==> src/rtl/div_sched.sv <==
// rtl/div_sched.sv - multi-cycle radix-2 restoring divide sequencer for div.w/mod.w/divu.w/modu.w
module div_sched #(
   parameter int XLEN = 32
) (
   input  logic            clk,
   input  logic            rst,
   input  logic            in_valid,
   output logic            in_ready,
   input  logic [3:0]      in_op,
   input  logic [XLEN-1:0] in_src1,
   input  logic [XLEN-1:0] in_src2,
   input  logic [4:0]      in_dest,
   input  logic            flush,
   output logic            out_valid,
   input  logic            out_ready,
   output logic [XLEN-1:0] out_result,
   output logic [4:0]      out_dest,
   output logic            busy
);
   localparam int CW = $clog2(XLEN);

   typedef enum logic [2:0] {S_IDLE, S_PREP, S_CALC, S_FIX, S_DONE} state_t;

   state_t          state, state_nx;
   logic [CW-1:0]   cnt;
   logic            sgn, want_rem, q_neg, r_neg;
   logic [4:0]      dest;
   logic [XLEN-1:0] src1, src2;
   logic [XLEN-1:0] quo, rem, dvs;
   logic            op_onehot, accept;
   logic [XLEN:0]   rem_sh;
   logic            rem_ge;

   assign op_onehot = (in_op != 4'b0) && ((in_op & (in_op - 4'd1)) == 4'b0);
   assign in_ready  = (state == S_IDLE) && !flush;
   assign accept    = in_valid && in_ready && op_onehot;
   assign busy      = (state != S_IDLE);
   assign out_valid = (state == S_DONE);

   // One extra bit keeps the shifted remainder exact for divisors above 2^(XLEN-1).
   assign rem_sh = {rem, quo[XLEN-1]};
   assign rem_ge = rem_sh >= {1'b0, dvs};

   always_ff @(posedge clk or negedge rst) begin
      if (!rst) state <= S_IDLE;
      else      state <= state_nx;
   end

   always_comb begin
      state_nx = state;
      case (state)
         S_IDLE: if (accept) state_nx = S_PREP;
         S_PREP: state_nx = (src2 == '0) ? S_DONE : S_CALC;
         S_CALC: if (cnt == '0) state_nx = S_FIX;
         S_FIX:  state_nx = S_DONE;
         S_DONE: if (out_ready) state_nx = S_IDLE;
         default: state_nx = S_IDLE;
      endcase
      if (flush) state_nx = S_IDLE;
   end

   always_ff @(posedge clk or negedge rst) begin
      if (!rst) begin
         cnt        <= '0;
         sgn        <= 1'b0;
         want_rem   <= 1'b0;
         q_neg      <= 1'b0;
         r_neg      <= 1'b0;
         dest       <= '0;
         src1       <= '0;
         src2       <= '0;
         quo        <= '0;
         rem        <= '0;
         dvs        <= '0;
         out_result <= '0;
         out_dest   <= '0;
      end else if (!flush) begin
         case (state)
            S_IDLE: if (accept) begin
               sgn      <= in_op[3] | in_op[2];
               want_rem <= in_op[2] | in_op[0];
               dest     <= in_dest;
               src1     <= in_src1;
               src2     <= in_src2;
            end
            S_PREP: begin
               quo   <= (sgn && src1[XLEN-1]) ? -src1 : src1;
               dvs   <= (sgn && src2[XLEN-1]) ? -src2 : src2;
               q_neg <= sgn & (src1[XLEN-1] ^ src2[XLEN-1]);
               r_neg <= sgn & src1[XLEN-1];
               rem   <= '0;
               cnt   <= CW'(XLEN - 1);
               if (src2 == '0) begin
                  out_result <= want_rem ? src1 : '1;
                  out_dest   <= dest;
               end
            end
            S_CALC: begin
               rem <= rem_ge ? (rem_sh[XLEN-1:0] - dvs) : rem_sh[XLEN-1:0];
               quo <= {quo[XLEN-2:0], rem_ge};
               cnt <= cnt - 1'b1;
            end
            S_FIX: begin
               out_result <= want_rem ? (r_neg ? -rem : rem) : (q_neg ? -quo : quo);
               out_dest   <= dest;
            end
            default: ;
         endcase
      end
   end
endmodule

==> config.mk <==
export PLATFORM = sky130hd
export DESIGN_NAME = div_sched
export DESIGN_NICKNAME = d
export VERILOG_FILES = /design/src/rtl/div_sched.sv
export SDC_FILE = /design/constraint.sdc
export NUM_CORES = 1
export LEC_CHECK = 0
export CAP_MARGIN = 0
export CORE_UTILIZATION = 35
export DETAILED_ROUTE_END_ITERATION = 8
export PLACE_DENSITY = 0.56
export SYNTH_ARGS = -nofsm -noshare
export SYNTH_HDL_FRONTEND = slang
export SYNTH_SLANG_ARGS = --single-unit
==> constraint.sdc <==
create_clock -name clk -period 3.5 [get_ports clk]
set_input_delay 0.35 -clock clk [delete_from_list [all_inputs] [get_ports clk]]
set_output_delay 0.35 -clock clk [all_outputs]
set_load 0.005 [all_outputs]
**After elaboration in Yosys (flattened, before gate mapping)**

Index checks and enable logic that the tools add are counted.

- Register bits: 214
- Input bits: 78
- Word-level logic and storage cells: 77

- Add/sub/neg operators: 7
- $lt $le $gt $ge: 1
- Equality and inequality tests: 8
- Multiplexer cells: 20
- Bitwise logic cells: 7
- Reductions and logical operators: 20

Operators with widths:

| cell | number |
|---|---|
| $mux W32 | 8 |
| $pmux W32 S2 | 3 |
| $neg A32 Y32 | 4 |
| $ge A33 B32 Y1 | 1 |
| $logic_not A32 Y1 | 1 |
| $sub A32 B32 Y32 | 1 |
| $pmux W5 S2 | 2 |
| $mux W3 | 5 |
| $pmux W3 S5 | 1 |
| $reduce_and A3 Y1 | 3 |
| $eq A3 B2 Y1 const B | 2 |
| $logic_and A1 B1 Y1 | 6 |
| $ne A3 B3 Y1 const B | 2 |
| $logic_not A5 Y1 | 1 |
| $mux W5 | 1 |
| $sub A5 B1 Y5 const B | 1 |
| $and A4 B4 Y4 | 1 |
| $logic_not A4 Y1 | 1 |
| $reduce_and A2 Y1 | 2 |
| $reduce_bool A2 Y1 | 2 |
| $reduce_bool A4 Y1 | 1 |
| $sub A4 B1 Y4 const B | 1 |
| $eq A3 B1 Y1 const B | 1 |
| $eq A3 B3 Y1 const B | 1 |
| other kinds (9) | 11 |

**Logic depth before layout (Yosys ltp)**

Gate-level depths: netlist of run 1.

- Word-level depth: 8
- Mapped depth: 12
- Depth with buffers taken out: 12

**Worst setup path before layout of run 1**

Ideal clock, no wire load.

- Path type: flip-flop to flip-flop
- From: reg quo[8]
- To: reg out_result[30]
- Arrival: 3.018 ns
- Setup slack: 0.399 ns
- Cell stages (with the launch flop): 10
- Buffers on the path: 1
- Clock period less this slack: 3.101 ns
- Cells stage by stage: dfrtp_1 > or4_4 > or3_4 > or4_1 > clkbuf_1 > or4_4 > o21ai_0 > xor2_1 > a22o_1 > o21ai_0

- Word-level cells in the longest chain between the ends: 4

Ends and longest elaborated chain:

| what | RTL line | source |
|---|---|---|
| start: declaration | 29 | `logic [XLEN-1:0] quo, rem, dvs;` |
| start signal: assignment | 87 | `quo <= (sgn && src1[XLEN-1]) ? -src1 : src1;` |
| start signal: assignment | 100 | `quo <= {quo[XLEN-2:0], rem_ge};` |
| $neg A32 Y32 | 104 | `out_result <= want_rem ? (r_neg ? -rem : rem) : (q_neg ? -quo : quo);` |
| $mux W32 (2 in a row) | 104 |  |
| $pmux W32 S2 | 78 | `case (state)` |
| end signal: assignment | 94 | `out_result <= want_rem ? src1 : '1;` |
| end signal: assignment | 104 |  |
| end: declaration | 16 | `output logic [XLEN-1:0] out_result,` |

Every way passes these cells.
A chain may end at the register's enable or synchronous reset.

**Worst setup path in the final report of run 1**

- From: reg rem[12]
- To: reg rem[29]

- Word-level cells in the longest chain between the ends: 3

Ends and longest elaborated chain:

| what | RTL line | source |
|---|---|---|
| start: declaration | 29 |  |
| start signal: assignment | 99 | `rem <= rem_ge ? (rem_sh[XLEN-1:0] - dvs) : rem_sh[XLEN-1:0];` |
| $sub A32 B32 Y32 or $ge A33 B32 Y1 (tied branches) | 99, 42 |  |
| $mux W32 * | 99 |  |
| $pmux W32 S2 * | 78 |  |

Every way passes the cells marked *; elsewhere a longest branch is shown, timed or not.

==> results.cfg, run 1 <==
[setup_path]
endpoint = rem[29]$_DFFE_PN0P_
crit_path_max_incr_delay_ns = 0.54
crit_cells = 9
path_class = register to register
r2r-end = rem[29]$_DFFE_PN0P_
critical_path.top_delay_family = simple AND/OR/NAND/NOR gates
setup.worst_path.start = rem[12]$_DFFE_PN0P_
crit_chain = ha_1 > nand3_1 > or3_1 > or3_1 > o22ai_1 > o2111ai_1 > and3_1 > or4_1 > o211ai_1
cp.required_ns = 3.98
critPathSlowestCell = or4_1
critPathCaptureType = register
cp_data_arrival_time_ns = 3.74
path_common_cell = or3_1
r2r_start = rem[12]$_DFFE_PN0P_
r2r_cells = 9
crit_buf_inv = 0
reg2reg_slack_ns = 0.23
crit_fanout = 9
startpoint_type = register

[global_route]
grt_pass1_vias = 11200
grt_use_total = 0.209
overflow = 0
grt_max_degree = 85
antenna_found_initial = 0
grt_first_pass_wirelength_um = 64100

[cells_and_area]
drive_gt1_frac = 0.119
mostFrequentLayoutCells = dfrtp_1 (214), o21ai_0 (183), nand2_1 (175)
syn2layout_area_growth_pct = 21.9
final_common_cell = dfrtp_1
num-nets-final = 1762
diodes = 0

[synth]
syn_area_per_cell_um2 = 8.89
synthDistinctLibCells = 63
yosysWarnings = 0
ys_async_sr_fraction = 1.00
synth_edf_count = 0
syn-num-nets = 1639
synth_top_area_share = 0.396
seq_area_frac_synth = 0.396
synth_top_cell_by_area = dfrtp_1
syn_area_um2 = 13500
synth_top_flop_cell = dfrtp_1
syn_inst = 1522
ys_ff_latch = 214
synthTopCellsByArea = dfrtp_1 (40%), o21ai_0 (6.8%), xor2_1 (5.8%), mux2_2 (5.4%), nand2_1 (4.9%)

[pwr]
p_leak_nw = 7.12
peakVddDrop_uv = 401
power_density_nw_per_um2 = 630

[routing]
firstDrtPassIters = 7
dr.first_iter.drc_count = 903
vias_per_cell = 5.43
ant_nets = 0
finalWirelength_um = 41100
drc = 0
detailroute.via_count = 11800
wire_per_inst_um = 18.9

[clocking]
postCtsSetupRepairBufs = 0
cts_root_buf = clkbuf_16
clockBufferDepth = 3
clk_pin_slew_ns = 0.07
clk_latency_ns = 0.57
cts_htree_levels = 1
cts_sinks = 214
cts_tree = built
cts_buffers = 27

[sta]
fin_crit_ns = 3.27
drv_slew = 0
setup_viol = 0
hold_ws_ns = 0.329
rsz0062_at_grt = false
tightest_slew_ns = 1.01
max_freq_ghz = 0.306
slew_headroom = 0.326
post-route-period-util = 0.934
tns_ns = 0
hold_viol = 0
fin_worst_skew_ns = 0.0184

[placed_design]
dp_hpwl_um = 30600
io_buffer_count = 117
gp_congestion = 0.876

[run_status]
outcome = finished, final reports clean

[min_path]
hold_class = input pin to asynchronous set/reset pin

[floorplan]
placement_rows = 71
die_h_um = 199
dieArea_um2 = 39400
start_util = 0.358
coreArea_um2 = 37800
pin_count = 118
fp.dieW_um = 199

[job]
cap_violations = 0
## synth_stat cells, types with 4 or more instances
cell type  count
and3_1        11
xor2_1        89
o21ai_1        4
dfrtp_1      214
o21bai_1       8
clkbuf_1      85
ha_1          38
nor3_1        22
buf_1          7
nor4_1        15
or2_2          5
nand2b_1       5
o41ai_1       18
nand3b_1      11
o21ai_0      183
inv_1         55
a211oi_1       8
nor2b_1        6
mux2_2        65
o31ai_1       35
mux2i_1       24
xnor2_1       57
o211ai_1       8
and2_1         7
or4_4          4
nand4_1        6
nor2_1        83
a221oi_1      19
a21oi_1       85
or4_1         14
nand3_1       40
a21o_1        27
a32o_1         6
nand2_1      175
or3_1         26
a31oi_1       13
## final cells by class
type,instances,area [um2]
fill,3789,21400
multi-input combinational,1158,7640
sequential,214,5360
timing repair buffer,189,1780
clock buffer,35,726
tap,511,639
inverter,55,206
clock inverter,14,146
## cell families (layout without fill, tap and decap cells)
| group | count (synthesis) | count (layout) | synth area share |
|---|---|---|---|
| muxes | 89 | 89 | 0.0719 |
| AOI/OAI and AO/OA | 445 | 445 | 0.204 |
| DFF | 214 | 214 | 0.396 |
| xor gates and xnor gates | 146 | 146 | 0.0945 |
| adders and majority gates | 39 | 39 | 0.0366 |
| buffers and inverters | 150 | 293 | 0.0421 |
| and+or+nand+nor | 439 | 439 | 0.155 |
## flip-flops by register name (all words and copies together) (netlist names), 32 cells and up
signal / flops
out_result: 32
quo: 32
dvs: 32
src1: 32
src2: 32
rem: 32
## metrics by stage
step                total power, mW   util  cell area (um2)  worst slack, ns  cells
CTS                            10.4  0.436            16500            0.137   2176
floorplan                      6.33      -            13500            0.399   1522
global placement               7.55  0.412            15600            0.251   2126
global route                   11.1  0.436            16500           0.0818   2176
finish                         10.4  0.436            16500            0.233   2176
detailed placement             7.61  0.412            15600            0.176   2126
## how the worst min path moves through the flow
stage | from | to | slack [ns] | cells after the start
CTS | in_src1[18] | src1[18]$_DFFE_PN0P_ | 0.32 | 3
global route | in_src1[21] | src1[21]$_DFFE_PN0P_ | 0.35 | 3
global placement | rst | src2[16]$_DFFE_PN0P_ | 0.35 | 1
floorplan | rst | cnt[0]$_DFFE_PN0P_ | 0.05 | 0
finish | rst | src2[14]$_DFFE_PN0P_ | 0.33 | 2
detailed placement | rst | src2[14]$_DFFE_PN0P_ | 0.35 | 1
## timing repair
action | CTS | global route
gates resized for setup | 0 | 1
hold endpoints to repair | 60 | 0
hold buffers | 1 | 0
setup endpoints to repair | 0 | 2
## routing by layer
| metal | vias to the layer above | global-route usage | share of wire | wire [um] |
|---|---|---|---|---|
| met4 | 0 | 0.0479 | 0.021 | 852 |
| met5 | - | 0 | 0 | 0 |
| met1 | 5714 | 0.318 | 0.50 | 20700 |
| li1 | 5724 | - | - | - |
| met2 | 327 | 0.311 | 0.42 | 17300 |
| met3 | 53 | 0.0293 | 0.054 | 2210 |
## where the power goes
| part | switching, mW | internal [mW] | leakage (nW) |
|---|---|---|---|
| sequential | 0.828 | 3.10 | 2.72 |
| clock | 1.16 | 1.62 | 0.424 |
| combinational | 2.02 | 1.66 | 3.97 |
No activity file was read; power rests on OpenSTA's default activity.
==> run 2, diff against run 1 <==
Settings changed: HOLD_SLACK_MARGIN from default to 0.12.
==> results of run 2 <==
No change in the layout: final DEF, timing and power equal those of run 1.
==> run 3, diff against run 2 <==
Settings changed: CORE_MARGIN from default to 1.5, SETUP_SLACK_MARGIN from default to 0.3.
==> run 3 against run 2 <==
Count of clock-buffer cells in the layout stayed put. Fmax rose by 2.8%. First-iteration DRC count decreased by 5.1%. Sequential share of layout area down 0.23 points. Global-route usage about the same. Critical path depth is 1 lower. Critical endpoint is now out_result[28]$_DFFE_PN0P_. Largest cell class unchanged. Largest power group unchanged.
==> results.cfg, run 3 (synthesized netlist as in run 1, its figures left out) <==
[pwr]
peakVddDrop_uv = 328
p_leak_nw = 7.14
power_density_nw_per_um2 = 619

[floorplan]
start_util = 0.358
dieArea_um2 = 39800
placement_rows = 71
pin_count = 118
coreArea_um2 = 37800
die_h_um = 200
fp.dieW_um = 200

[cells_and_area]
syn2layout_area_growth_pct = 22.8
diodes = 0
mostFrequentLayoutCells = dfrtp_1 (213), o21ai_0 (180), nand2_1 (175)
num-nets-final = 1763
fill_cells = 3820
drive_gt1_frac = 0.139
instances_no_fill = 2176
final_common_cell = dfrtp_1

[clocking]
cts_tree = built
cts_htree_levels = 1
cts_buffers = 26
clockBufferDepth = 3
cts_root_buf = clkbuf_16
clk_pin_slew_ns = 0.06
clk_latency_ns = 0.56
cts_sinks = 214

[routing]
ant_nets = 0
detailroute.via_count = 11800
vias_per_cell = 5.43
drc = 0
dr.first_iter.drc_count = 857
firstDrtPassIters = 5
finalWirelength_um = 41200
wire_per_inst_um = 18.9

[placed_design]
dp.cells = 2124
pre_cts_ws_ns = 0.125
gp_congestion = 0.878
io_buffer_count = 117
dp_hpwl_um = 30500

[global_route]
grt_pass1_vias = 11400
grt_max_degree = 86
grt_first_pass_wirelength_um = 65300
overflow = 0
grt_use_total = 0.209
antenna_found_initial = 0

[setup_path]
startpoint_type = register
crit_buf_inv = 0
crit_chain = or4_4 > or3_4 > or4_4 > or4_4 > o21ai_2 > xor2_1 > a221oi_2 > a21o_1
critPathSlowestCell = or4_4
crit_fanout = 4
crit_path_max_incr_delay_ns = 0.56
path_common_cell = or4_4
path_class = register to register
cp_data_arrival_time_ns = 3.61
reg2reg_slack_ns = 0.32
cp.required_ns = 3.93
critical_path.top_delay_family = simple AND/OR/NAND/NOR gates
critPathCaptureType = register

[job]
cap_violations = 0

[sta]
hold_viol = 0
setup_viol = 0
tns_ns = 0
fin_crit_ns = 3.18
tightest_slew_ns = 0.884
max_freq_ghz = 0.315
rsz0062_at_grt = true
setup_ws_ns = 0.323
drv_slew = 0
post-route-period-util = 0.908
slew_headroom = 0.410
fin_worst_skew_ns = 0.0234

[run_status]
outcome = finished, final reports clean

[min_path]
hold_class = input pin to asynchronous set/reset pin
run 3: cell types whose count changed in the layout (fill, tap and decap cells not counted), sizes merged:
cell / delta
clkinvlp: -2
buf: +2
bufinv: -2
inv: -1
clkinv: +3
run 3: power breakdown:
part	internal, mW	switching, mW
Combinational	1.70	2.09
Clock	1.49	1.11
Sequential	3.10	0.810
Total	6.28	4.01
run 3: per-stage QoR:
stage	hold slack, ns	instance area [um2]	power, mW	util
5_1_grt	0.378	16600	11.0	0.439
3_3_place_gp	0.351	15600	7.53	0.412
3_5_place_dp	0.355	15600	7.59	0.412
6_report	0.354	16600	10.3	0.439
2_1_floorplan	0.0544	13500	6.33	-
4_1_cts	0.336	16500	10.3	0.435
run 3: layer usage:
metal  vias to the layer above  global-route usage  share of wire
met3                        39              0.0429          0.061
met1                      5762               0.303           0.49
met4                         0              0.0443          0.015
met2                       286               0.320           0.44
met5                         -                   0              0
li1                       5722                   -              -
run 3: timing repair:
action	4_1_cts	5_1_grt
gates resized for setup	10	30
cloned	0	0
hold buffers	1	0
endpoints found under the setup margin	32	51
hold endpoints to repair	68	0
pin swaps	2	2
buffers inserted	1	3
run 3: area by class of cell:
class	count	area, um2	share of cell area
multi-input combinational	1158	7800	0.470
clock inverter	12	62.6	0.00377
tap	511	639	0.0385
timing repair buffer	191	1800	0.108
sequential	214	5360	0.322
inverter	55	206	0.0124
clock buffer	35	746	0.0449
run 3: path summary, 6_finish.rpt:
path,endpoint,cells past startpoint,from
setup / recovery,out_result[28]$_DFFE_PN0P_,8,quo[8]$_DFFE_PN0P_
hold / removal,src2[10]$_DFFE_PN0P_,2,rst
setup reg to reg,out_result[28]$_DFFE_PN0P_,8,quo[8]$_DFFE_PN0P_
hold reg to reg,out_result[2]$_DFFE_PN0P_,2,out_result[2]$_DFFE_PN0P_
max in group asynchronous,quo[8]$_DFFE_PN0P_,3,rst
min in group clk,src2[13]$_DFFE_PN0P_,3,in_src2[13]
